## src/rtl/check_entry_cmp.sv

```systemverilog
// One check-table entry: enable/address/data register plus address-hit and
// full-match detection against the current bus write.
module check_entry_cmp #(
  parameter int DATA_W = 64
) (
  input  logic              clk,
  input  logic              reset,
  input  logic              load,
  input  logic              load_en,
  input  logic [DATA_W-1:0] load_addr,
  input  logic [DATA_W-1:0] load_data,
  input  logic              wr,
  input  logic [DATA_W-1:0] dataadr,
  input  logic [DATA_W-1:0] writedata,
  output logic              en,
  output logic              addr_hit,
  output logic              match
);

  logic [DATA_W-1:0] addr;
  logic [DATA_W-1:0] data;

  always_ff @(posedge clk) begin
    if (reset) begin
      en   <= 1'b0;
      addr <= '0;
      data <= '0;
    end else if (load) begin
      en   <= load_en;
      addr <= load_addr;
      data <= load_data;
    end
  end

  assign addr_hit = en && wr && (dataadr == addr);
  assign match    = addr_hit && (writedata == data);

endmodule

```

## config.mk

```make
export PLATFORM = sky130hd
export DESIGN_NAME = check_entry_cmp
export DESIGN_NICKNAME = d
export VERILOG_FILES = /design/src/rtl/check_entry_cmp.sv
export SDC_FILE = /design/constraint.sdc
export NUM_CORES = 1
export LEC_CHECK = 0
export CAP_MARGIN = 10
export CORE_AREA = 3 3 118 120
export DETAILED_ROUTE_END_ITERATION = 7
export DIE_AREA = 0 0 121 123
export PLACE_DENSITY = 0.86
export REMOVE_ABC_BUFFERS = 1
export SLEW_MARGIN = 20
export SYNTH_ARGS = -nofsm -noshare
export SYNTH_HDL_FRONTEND = slang
export SYNTH_SLANG_ARGS = --single-unit
```

## constraint.sdc

```tcl
create_clock -name clk -period 3.85 [get_ports clk]
set_clock_uncertainty 0.15 [all_clocks]
set_input_delay 0.5775 -clock clk [delete_from_list [all_inputs] [get_ports clk]]
set_output_delay 0.5775 -clock clk [all_outputs]
set_load 0.005 [all_outputs]
```

; ---- Word level (Yosys, flattened, before mapping)
; Cells that the tools add are included.
; Widths: inputs -> output; s select.
[totals]
rom_bits = 0
reg_bits = 129
output_inout_bits = 3
latchBits = 0
word_cells = 8
mem_count = 0
ramBits = 0
inputBits = 261
[classes]
div = 0
n_eq_ne = 2
shift = 0
muxes = 0
n_lt_le_gt_ge = 0
multipliers = 0
reduce_logical = 3
add_sub_neg = 0
bitwise_logic = 0
[ops]
columns = op, count
row1 = $eq 64x64->1, 2
row2 = $logic_and 1x1->1, 3

; ---- Depth between registers and ports, before layout
[depth]
word_depth = 3
ltp_mapped = 5
mapped_depth_nobuf = 5

; ---- Worst setup path after synthesis
; Ideal clock, no wire load.
[synth_path]
kind = input to output
from = input dataadr[49]
to = output match
arrival_time_ps = 1509
n_path_buf = 0
required_ps = 3122
setup_slack_ps = 1613
stages = 5
path_cell_list = xor2_1 -> a221o_1 -> nor3b_2 -> nand4_1 -> nor4_2
[synth_via]
elab_chain_cells = 3
[synth_rtl]
columns = element, line_no
row1 = start: declaration, 13  ; input logic [DATA_W-1:0] dataadr,
row2 = $eq 64x64->1, 35  ; assign addr_hit = en && wr && (dataadr == addr);
row3 = $logic_and 1x1->1, 35
row4 = $logic_and 1x1->1, 36  ; assign match = addr_hit && (writedata == data);
row5 = end: declaration, 17  ; output logic match
; No other way between the ends.

; ---- Final worst setup path
[layout_path]
from = input dataadr[34]
to = output addr_hit
[layout_via]
elab_chain_cells = 2
[layout_rtl]
columns = element, line_no
row1 = $eq 64x64->1, 35
row2 = $logic_and 1x1->1, 35
row3 = end: declaration, 16  ; output logic addr_hit,
; No other way between the ends.

==> metrics.md <==
| Metric | Value |
|---|---|
| CORE AREA | 13100 µm² |
| Number of setup buffers added after CTS | 0 |
| CP delay by family, top | buffers and inverters |
| CTS sink count | 129 |
| Gr ovfl total | 0 |
| RR Startpoint | data[25] |
| WL/cell | 15.4 µm |
| Distinct cells, synth | 25 |
| CTS Hold Bufs | 0 |
| Gpl congestion | 0.823 |
| Status | complete, no violations |
| Total Power | 3650 µW |
| CP Launch Type | primary input |
| Row count | 42 |
| CTS HTree Levels | 4 |
| Vias after detailed routing | 5091 |
| Synth Area per Inst | 9.82 µm² |
| Vias in the first global route | 5217 |
| Crit-path max FO | 2 |
| DR iter-0 viols | 210 |
| Final Max Tran Viols | 0 |
| Final cell count without fillers | 1054 |
| Relative slew slack | 52.7% |
| Die X | 121 µm |
| CTS buffer count | 17 |
| Final design utilization | 71.4% |
| VDD IR max | 260 µV |
| Worst endpoint required time | 3120 ps |
| Critical Path End Type | primary output |
| Die Span Y | 123 µm |
| Worst R2R Setup Slack | 3000 ps |
| Skew-Pair Late Insertion Delay | 410 ps |
| Post-DP HPWL | 12400 µm |
| Tot GR Track Use | 21.8% |
| Reg2reg path depth | 2 |
| TNS Setup | 0 ps |
| Final setup fails | 0 |
| Kind of critical path | primary input to primary output |
| Least-Margin Pin Slew | 709 ps |
| Synth Instances | 607 |
| Fraction of layout cells with a size suffix above 1 | 4.45% |
| TritonCTS clock tree | yes |
| Nets@finish | 1126 |
| Cell Int Power | 2850 µW |
| Unrepaired setup endpoints after global routing | no |
| Hold WC Path Type | flop to flop |
| Detailed Route WL | 16300 µm |
| Starting Density | 45.5% |
| Max-Cap Viols | 0 |
| Period utilisation layout | 92.8% |
| Via density | 4.83 |
| CP max stage cell | clkdlybuf4s50_1 |
| First-pass GRT wire length | 25400 µm |
| Leak | 0.00375 µW |
| Yosys reg bits | 129 |
| CP cell instances | clkdlybuf4s50_1, xnor2_1, nand4_1, nor4_1, buf_4, nand3_1, nor3_1, clkdlybuf4s50_1 |
| Worst r2r dst | data[25] |
| Yosys warnings | 0 |
| Final hold vios | 0 |
| Post-CTS sizing | 0 |
| Clock Power Share | 42.9% |
| CP arrival | 2850 ps |
| Filler cells | 994 |
| Placed Cells | 1022 |
| Comb pwr share | 16.8% |
| Largest net degree at the start of global routing | 68 |
| Fmax achieved | 280 MHz |
| Switch Pwr | 807 µW |
| Area delta synth->final | 56.7% |
| Crit path to | addr_hit |
| Reg power frac | 40.3% |
| Sw frac | 22.1% |
| IO buf count | 263 |
| DRT Pass-1 Iters | 4 |
| DRC | 0 |
| Clock transition at path regs | 50 ps |
| P per Cell Area | 391 nW/µm² |
| Clock Path Buffers | 2 |
| Post-synthesis sequential area ratio | 43.3% |
| Most frequent cell on the critical path | clkdlybuf4s50_1 |
| Clock Root Buffer | clkbuf_16 |
| Netlist Area Pre-Place | 5960 µm² |
| Final ANT Viol Nets | 0 |
| Hold_ws | 346 ps |
| Max stage delay on crit path | 580 ps |
| Initial antenna violation count | 1 |
| Fin crit period | 3570 ps |
| Levels on crit path | 8 |
| Die ar. | 14900 µm² |
| Critical path buffers and inverters | 3 |
| I/O Pins | 264 |
| CP startpoint | dataadr[34] |
worst reg2reg max path: cells and delay by family (launching register included):
kind / cells / cell delay (ps)
multiplexers: 1 / 170
flip-flops: 1 / 320
AND/OR/NAND/NOR: 1 / 60
cell usage after synthesis (all sizes together):
cell type  number  share of area, %
a221o           1              0.17
a221oi          1              0.15
a222oi          1              0.17
a22oi           4              0.50
buf            14               1.2
clkbuf         15              0.94
dfxtp         129                43
inv            17               1.1
mux2i         129                22
nand2           1             0.063
nand2b          3              0.31
nand3           2              0.17
nand4          28               2.9
nor2          129               8.1
nor3            1             0.084
nor3b           2              0.34
nor4           10               1.4
o2111ai         2              0.29
o22ai           6              0.63
o2bb2ai         1              0.15
xnor2         106                16
xor2            5              0.73
state kept, by name (all words and copies together), names as in the netlist:
| name | count |
|---|---|
| addr | 64 |
| data | 64 |
| en | 1 |
cell type report:
cell class | count | area (µm²) | share of cell area, %
Antenna cell | 1 | 2.50 | 0.0268
Clock inverter | 3 | 42.5 | 0.456
Clock buffer | 28 | 547 | 5.86
Timing Repair Buffer | 268 | 2690 | 28.9
Inverter | 17 | 63.8 | 0.683
Multi-Input combinational cell | 432 | 3180 | 34.1
Tap cell | 176 | 220 | 2.36
Sequential cell | 129 | 2580 | 27.7
power groups by stage:
stage	clock (µW)	sequential, µW	combinational, µW
final	1570	1470	614
after global routing	1670	1480	666
after CTS	1600	1470	620
after detailed placement	0	1500	614
after global placement	0	1500	604
after floorplan	0	1490	246
logic make-up after synthesis:
| logic type | count (synthesis) | synth area share (%) |
|---|---|---|
| flops | 129 | 43.3 |
| xor+xnor | 111 | 16.3 |
| mux | 129 | 21.7 |
| simple gates | 176 | 13.4 |
| buf+inv | 46 | 3.23 |
| compound gates | 16 | 2.06 |
through the flow:
step / cell area (µm²) / worst slack, ps
after floorplan: 5830 / 1610
after global placement: 8740 / 248
after detailed placement: 8740 / 205
after CTS: 9330 / 176
after global routing: 9340 / 114
final: 9340 / 276
layout by cell type (no fill, tap or decap), types with 5 or more instances in the layout:
cell type	synthesis	final
nand4_1	28	28
xnor2_1	106	106
o22ai_1	6	6
nor4_1	7	7
dfxtp_1	129	129
inv_1	17	17
clkbuf_16	0	17
mux2i_1	129	129
nor2_1	129	129
clkdlybuf4s50_1	0	261
xor2_1	5	5
clkbuf_8	0	8
metal layers:
metal	track usage [%]	part of all wire (%)	vias to the layer above
met5	0	0	-
met4	9.28	2.4	0
met3	8.28	9.0	28
met2	37.0	49	187
met1	24.5	39	2307
li1	-	-	2569
how the worst min path moves through the flow:
stage                  start        to  cells past startpoint
floorplan           addr[15]  addr[15]                      2
finish              addr[25]  addr[25]                      2
global placement    addr[15]  addr[15]                      2
global route        addr[25]  addr[25]                      2
detailed placement  addr[20]  addr[20]                      2
CTS                 addr[25]  addr[25]                      2
Power figures use the tool's default switching activity.
